**config.mk**
```make
export PLATFORM = sky130hd
export DESIGN_NAME = prim_recursion_bw16
export DESIGN_NICKNAME = d
export VERILOG_FILES = /design/src/rtl/prim_recursion_bw16_pkg.sv /design/src/rtl/prim_recursion_bw16_op_step_handshake.sv /design/src/rtl/prim_recursion_bw16.sv
export SDC_FILE = /design/constraint.sdc
export NUM_CORES = 1
export LEC_CHECK = 0
export ABC_AREA = 1
export BUFFER_PORTS_ARGS = -buffer_cell sky130_fd_sc_hd__buf_2
export CAP_MARGIN = 20
export CELL_PAD_IN_SITES_DETAIL_PLACEMENT = 1
export CELL_PAD_IN_SITES_GLOBAL_PLACEMENT = 1
export CORE_AREA = 2 2 125 127
export CTS_CLUSTER_DIAMETER = 60
export DETAILED_ROUTE_END_ITERATION = 8
export DIE_AREA = 0 0 127 129
export HOLD_SLACK_MARGIN = 0.05
export PLACE_DENSITY = 0.95
export SLEW_MARGIN = 0
export SYNTH_ARGS = -nofsm -noshare
export SYNTH_HDL_FRONTEND = slang
export SYNTH_HIERARCHICAL = 1
export SYNTH_SLANG_ARGS = --single-unit
```
**constraint.sdc**
```tcl
create_clock -name CLK -period 4.4 [get_ports CLK]
set_input_delay 0.22 -clock CLK [delete_from_list [all_inputs] [get_ports CLK]]
set_output_delay 0.22 -clock CLK [all_outputs]
set_load 0.02 [all_outputs]
```
**src/rtl/prim_recursion_bw16_pkg.sv**
```systemverilog
// Shared definitions for the primitive-recursion sequencer: state encoding and default sizes.
package prim_recursion_bw16_pkg;

  localparam int unsigned DEF_BW      = 16;
  localparam int unsigned DEF_TIMEOUT = 255;

  typedef enum logic [2:0] {
    S_IDLE  = 3'd0,
    S_CHECK = 3'd1,
    S_REQ   = 3'd2,
    S_WAIT  = 3'd3,
    S_DONE  = 3'd4
  } state_t;

  // Watchdog width able to hold TIMEOUT; never narrower than one bit.
  function automatic int unsigned wd_width(input int unsigned timeout);
    return (timeout < 1) ? 1 : $clog2(timeout + 1);
  endfunction

endpackage

```
**src/rtl/prim_recursion_bw16_op_step_handshake.sv**
```systemverilog
// Master side of the REQ/WAIT step handshake: STEP_ST generation, ack/ready detection.
// Optional watchdog enabled by the PRIM_RECURSION_TIMEOUT_EN macro.
module prim_recursion_bw16_op_step_handshake
  import prim_recursion_bw16_pkg::*;
#(
  parameter int unsigned TIMEOUT = DEF_TIMEOUT
) (
  input  logic   CLK,
  input  logic   RST,
  input  state_t state,
  input  logic   launch,
  input  logic   step_rd,
  output logic   step_st,
  output logic   ack_c,
  output logic   ready_c,
  output logic   timeout_c
);

  // The step drops its ready to acknowledge, then raises it when the result is valid.
  assign ack_c   = (state == S_REQ) && !step_rd;
  assign ready_c = (state == S_WAIT) && step_rd;

  always_ff @(posedge CLK) begin
    if (RST) begin
      step_st <= 1'b0;
    end else if (launch) begin
      step_st <= 1'b1;
    end else if ((state == S_REQ) && (!step_rd || timeout_c)) begin
      step_st <= 1'b0;
    end
  end

`ifdef PRIM_RECURSION_TIMEOUT_EN
  localparam int unsigned WDW = wd_width(TIMEOUT);

  logic [WDW-1:0] wd;
  logic           in_hs_c;

  assign in_hs_c   = (state == S_REQ) || (state == S_WAIT);
  assign timeout_c = in_hs_c && (wd == WDW'(TIMEOUT - 1));

  // Restart the count on entry to REQ (launch) and on entry to WAIT (ack).
  always_ff @(posedge CLK) begin
    if (RST) begin
      wd <= '0;
    end else if (launch || ack_c) begin
      wd <= '0;
    end else if (in_hs_c) begin
      wd <= wd + WDW'(1);
    end
  end
`else
  logic unused_timeout;

  assign timeout_c      = 1'b0;
  assign unused_timeout = ^32'(TIMEOUT);
`endif

endmodule

```
**src/rtl/prim_recursion_bw16.sv**
```systemverilog
// Primitive-recursion sequencer: R(0,y)=BASE, R(k+1,y)=STEP(R(k,y),k,y), run IN0 times.
// PRIM_RECURSION_TIMEOUT_EN adds a step watchdog that reports through ERR.
module prim_recursion_bw16
  import prim_recursion_bw16_pkg::*;
#(
  parameter int unsigned BW      = DEF_BW,
  parameter int unsigned TIMEOUT = DEF_TIMEOUT
) (
  input  logic          CLK,
  input  logic          RST,
  input  logic          ST,
  output logic          RD,
  output logic [BW-1:0] RES,
  output logic          ERR,
  input  logic [BW-1:0] IN0,
  input  logic [BW-1:0] IN1,
  input  logic [BW-1:0] BASE,
  output logic          STEP_ST,
  input  logic          STEP_RD,
  input  logic [BW-1:0] STEP_RES,
  output logic [BW-1:0] STEP_ACC,
  output logic [BW-1:0] STEP_CNT,
  output logic [BW-1:0] STEP_PAR
);

  state_t        state;
  logic          st_old;
  logic [BW-1:0] n;
  logic [BW-1:0] y;
  logic [BW-1:0] acc;
  logic [BW-1:0] k;

  logic start_c;
  logic launch_c;
  logic ack_c;
  logic ready_c;
  logic timeout_c;

  assign start_c  = ST && !st_old;
  assign launch_c = (state == S_CHECK) && (k != n);

  prim_recursion_bw16_op_step_handshake #(
    .TIMEOUT (TIMEOUT)
  ) u_hs (
    .CLK       (CLK),
    .RST       (RST),
    .state     (state),
    .launch    (launch_c),
    .step_rd   (STEP_RD),
    .step_st   (STEP_ST),
    .ack_c     (ack_c),
    .ready_c   (ready_c),
    .timeout_c (timeout_c)
  );

  // ST history is tracked even in reset so a level held through reset never starts a run.
  always_ff @(posedge CLK) begin
    st_old <= ST;
  end

  always_ff @(posedge CLK) begin
    if (RST) begin
      state    <= S_IDLE;
      RD       <= 1'b1;
      RES      <= '0;
`ifdef PRIM_RECURSION_TIMEOUT_EN
      ERR      <= 1'b0;
`endif
      STEP_ACC <= '0;
      STEP_CNT <= '0;
      STEP_PAR <= '0;
      n        <= '0;
      y        <= '0;
      acc      <= '0;
      k        <= '0;
    end else begin
      case (state)
        S_IDLE: begin
          if (start_c) begin
            n     <= IN0;
            y     <= IN1;
            acc   <= BASE;
            k     <= '0;
            RD    <= 1'b0;
`ifdef PRIM_RECURSION_TIMEOUT_EN
            ERR   <= 1'b0;
`endif
            state <= S_CHECK;
          end
        end
        S_CHECK: begin
          if (k == n) begin
            RES   <= acc;
            state <= S_DONE;
          end else begin
            STEP_ACC <= acc;
            STEP_CNT <= k;
            STEP_PAR <= y;
            state    <= S_REQ;
          end
        end
        S_REQ: begin
          if (ack_c) begin
            state <= S_WAIT;
`ifdef PRIM_RECURSION_TIMEOUT_EN
          end else if (timeout_c) begin
            RES   <= '1;
            ERR   <= 1'b1;
            state <= S_DONE;
`endif
          end
        end
        S_WAIT: begin
          if (ready_c) begin
            acc   <= STEP_RES;
            k     <= k + BW'(1);
            state <= S_CHECK;
`ifdef PRIM_RECURSION_TIMEOUT_EN
          end else if (timeout_c) begin
            RES   <= '1;
            ERR   <= 1'b1;
            state <= S_DONE;
`endif
          end
        end
        S_DONE: begin
          RD    <= 1'b1;
          state <= S_IDLE;
        end
        default: state <= S_IDLE;
      endcase
    end
  end

`ifndef PRIM_RECURSION_TIMEOUT_EN
  logic unused_timeout;

  assign ERR            = 1'b0;
  assign unused_timeout = timeout_c;
`endif

endmodule
```
# Yosys cells after proc, flatten, opt, wreduce, memory -nomap -nowiden
# Cells that the tools add are included.
# Widths: inputs -> output; s select.
# op_classes
n_addsub	1
multipliers	0
n_div	0
order_cmp	0
eq_ne	9
shifts	0
muxes	15
n_bitwise	1
reduce_logical	16
# ops
op	count
$mux 16	4
$pmux 16 s2	2
$add 16x1->16 const B	1
$eq 16x16->1	1
$ne 16x16->1	1
$mux 3	4
$pmux 3 s4	1
$reduce_and 2->1	4
$eq 3x2->1 const B	2
$ne 2x2->1 const B	3
$reduce_and 3->1	2
$reduce_bool 2->1	3
$logic_and 1x1->1	4
$eq 3x1->1 const B	1
$eq 3x3->1 const B	1
$logic_not 3->1	1
$mux 1	3
$logic_not 1->1	2
$pmux 1 s2	1
$not 1->1	1
# word_totals
regBits	134
latch_bits	0
ramBits	0
rom_bits	0
output_inout_bits	67
wordCells	54
memories	0

# Depth between registers and ports, before layout
# logic_depth
ltp_word	4
ltp_mapped	12

# Modules after synthesis
# Netlist, hierarchy kept.
# by_module_without_submodules
mod	instances	cells_per_inst	area_each_um2
prim_recursion_bw16	1	841	5968.2
prim_recursion_bw16_op_step_handshake	1	12	80.1

# Worst setup path after synthesis
# OpenSTA, ideal clock, no wires.
# synth_path
kind	register -> register
from	reg state[1]
to	reg k[13]
arrival_ns	1.603
required_ns	4.336
path_slack_ns	2.734
path_stages_with_launch	11
n_path_buf	1
cell_sequence	dfxtp_1 -> inv_1 -> nor2_2 -> and3_1 -> nand4_1 -> nand2_1 -> buf_2 -> nand2_1 -> o21ai_0 -> nand2_1 -> nor2_1
# synth_via
elab_chain_len	4
elab_cells_between_ends	8
classes_between	eq/ne: 3; mux: 1; reduce/logical: 4
# synth_rtl
element	line	rtl
start: declaration	prim_recursion_bw16.sv:26	state_t state;
start signal: assignment	prim_recursion_bw16.sv:63	state <= S_IDLE;
start signal: assignment	prim_recursion_bw16.sv:88	state <= S_CHECK;
start signal: assignment	prim_recursion_bw16.sv:94	state <= S_DONE;
$eq 3x2->1	prim_recursion_bw16_op_step_handshake.sv:21	assign ready_c = (state == S_WAIT) && step_rd;
$logic_and 1x1->1	prim_recursion_bw16_op_step_handshake.sv:21	
named net ready_c	prim_recursion_bw16.sv:36	logic ready_c;
$ne 2x2->1 (no line)	-	
$reduce_and 3->1 (no line)	-	
end signal: assignment	prim_recursion_bw16.sv:116	k <= k + BW'(1);
end: declaration	prim_recursion_bw16.sv:31	logic [BW-1:0] k;
# The timed path passes the listed nets, and every way through them passes these cells.
# A chain may end at the register's enable or synchronous reset.

# Final worst setup path
# layout_path
from	reg state[1]
to	reg k[12]
# The elaborated chain is that of the path after synthesis.

==> results.sh <==
export IMPL_cp_num_buf_inv=1
export IMPL_slew_violations=0
export IMPL_hold_path_class="primary input to register"
export IMPL_clock_skew_ps=6.30
export IMPL_synth_avg_cell_area_sq_um=7.09
export IMPL_cts_buffer_depth=2
export IMPL_worst_pin_slew_ps=965
export IMPL_syn2layout_area_growth_pct=21.2
export IMPL_power_density_mw_per_mm2=703
export IMPL_tritoncts_num_buffers=17
export IMPL_max_freq_mhz=334
export IMPL_use_met2=0.399
export IMPL_hold_worst_slack_ps=70.4
export IMPL_clk_pin_slew_ps=60
export IMPL_grt_pass1_vias=6003
export IMPL_syn_inst=851
export IMPL_core_area_sq_mm=0.0150
export IMPL_routed_via_density=5.32
export IMPL_grt_max_degree=115
export IMPL_drt_first_pass_iters=5
export IMPL_final_hold_viol_count=0
export IMPL_antenna_found_initial=0
export IMPL_dp_hpwl_mm=12.1
export IMPL_post_route_min_period_ps=3000
export IMPL_drtIter0Drc=419
export IMPL_use_met1=0.283
export IMPL_vias=6123
export IMPL_die_area_sq_mm=0.0164
export IMPL_pre_cts_ws_ps=1610
export IMPL_path_cells="inv_1 -> nor2_2 -> and3_1 -> nand4_1 -> nand2_1 -> nand3_1 -> nor2_1 -> nand2_1 -> nand2_1 -> a21oi_1"
export IMPL_p_int_mw=3.04
export IMPL_critical_path_top_delay_family="simple AND/OR/NAND/NOR gates"
export IMPL_pwr_share_comb=0.395
export IMPL_setup_viol=0
export IMPL_place_area_sq_mm=0.00672
export IMPL_stdcell_area_sq_mm=0.00732
export IMPL_wl_per_cell_um=16.3
export IMPL_p_switching_mw=2.10
export IMPL_routed_wirelength_mm=18.8
export IMPL_swShare=0.409
export IMPL_cap_violations=0
export IMPL_place_gp_congestion=0.853
export IMPL_htree_levels=4
export IMPL_max_slew_margin_rel=0.356
export IMPL_crit_type="register to register"
export IMPL_critical_path_slowest_cell="dfxtp_1"
export IMPL_setup_tns_ps=0
export IMPL_status="finished clean"
export IMPL_start_util=0.403
export IMPL_syn_area_sq_mm=0.00604
export IMPL_min_period_over_period=0.681
export IMPL_synth_nets=920
export IMPL_final_antenna_net_count=0
export IMPL_yosysWarningCount=6
export IMPL_vdd_ir_drop_max_uv=410
export IMPL_power_leakage_nw=3.34
export IMPL_seqPwrFrac=0.344
export IMPL_setup_ws_ps=1400
export IMPL_antenna_cells=0
export IMPL_met3_usage=0.0503
export IMPL_grt_pass1_wl_mm=29.8
export IMPL_cts_tree="yes"
export IMPL_clk_latency_ps=420
export IMPL_fp_dieW_um=127
export IMPL_setup_worst_path_end_class="register"
export IMPL_grt_overflow=0
export IMPL_grt_total_usage=0.229
export IMPL_critPathMaxStageDelay_ps=950
export IMPL_crit_path_start_kind="register"
export IMPL_crit_required_ps=4690
export IMPL_busiest_layer="met2"
export IMPL_cts_root_buf="clkbuf_16"
export IMPL_ios=135
export IMPL_crit_top_cell="nand2_1"
export IMPL_clock_sinks=134
export IMPL_final_nets=1023
export IMPL_drive_gt1_frac=0.228
export IMPL_die_h_um=129
export IMPL_io_buffers=133
export IMPL_worstPathArrival_ps=3280
export IMPL_pwr_share_clk=0.261
export IMPL_rows=45
export IMPL_critPathMaxFanout=24
export IMPL_grt_setup_unrepaired="false"
export IMPL_drc=0
area by class of cell:
cell class | instances | area, sq um
clock inverters | 4 | 45.0
multi-input cells | 546 | 2660
inverters | 115 | 432
repair buffers | 140 | 756
fillers | 1942 | 7660
clock buffers | 25 | 505
well taps | 188 | 235
flip-flops and latches | 134 | 2680
layer usage:
layer	up-vias	part of all wire
li1	2945	-
met1	2946	0.43
met2	203	0.50
met3	29	0.055
met4	0	0.016
met5	-	0
per-stage QoR:
| step | power, mW | utilization | instances |
|---|---|---|---|
| after floorplan | 3.25 | - | 851 |
| after global placement | 3.67 | 0.449 | 1120 |
| after detailed placement | 3.75 | 0.449 | 1120 |
| after CTS | 5.14 | 0.487 | 1151 |
| after global routing | 5.45 | 0.488 | 1152 |
| final | 5.14 | 0.488 | 1152 |
cells in the final DEF, fill, tap and decap left out, types with 2 or more instances in the layout:
cell type / instances
a31oi_1: 16
a21oi_1: 61
a21oi_2: 31
buf_2: 133
nand4_1: 35
dfxtp_1: 134
nor2_4: 2
buf_4: 3
clkbuf_16: 17
xor2_1: 2
inv_2: 15
nand3_1: 57
clkbuf_8: 5
o21ai_0: 53
nor2_1: 94
nand2_2: 2
clkinv_2: 3
inv_1: 100
nand2_1: 173
clkbuf_1: 3
dlygate4sd3_1: 2
nor3_1: 5
power groups by stage:
stage          clock, mW  sequential, mW  combinational, mW
6_report            1.34            1.77               2.03
5_1_grt             1.41            1.80               2.24
4_1_cts             1.36            1.77               2.01
3_5_place_dp           0            1.79               1.96
3_3_place_gp           0            1.77               1.90
2_1_floorplan          0            1.95               1.30
final timing paths:
| path | from | end | slack [ps] | cells past startpoint |
|---|---|---|---|---|
| worst max-delay path | state[1]$_SDFFE_PP0P_ | k[12]$_SDFFE_PP0P_ | 1400 | 10 |
| worst min-delay path | BASE[15] | acc[15]$_SDFFE_PP0P_ | 70 | 3 |
| worst max register to register | state[1]$_SDFFE_PP0P_ | k[12]$_SDFFE_PP0P_ | 1400 | 10 |
| worst min register to register | y[6]$_SDFFE_PP0P_ | y[6]$_SDFFE_PP0P_ | 460 | 2 |
worst min-delay path: stages:
cell and delay, ps:
buf_2 90, nand2_1 50, a31oi_1 70
flip-flops by register name, summed over array words and instances (netlist names):
name	cells
k	16
RD	1
STEP_ACC	16
st_old	1
y	16
STEP_PAR	16
n	16
acc	16
RES	16
STEP_CNT	16
state	3
u_hs/step_st	1
what timing repair did:
item	in CTS	in global routing
setup endpoints to repair	0	0
buffers inserted	0	0
resized for setup	0	0
hold endpoints to repair	2	0
hold buffers	2	0
Note: power is estimated with default switching activity, not from simulation.
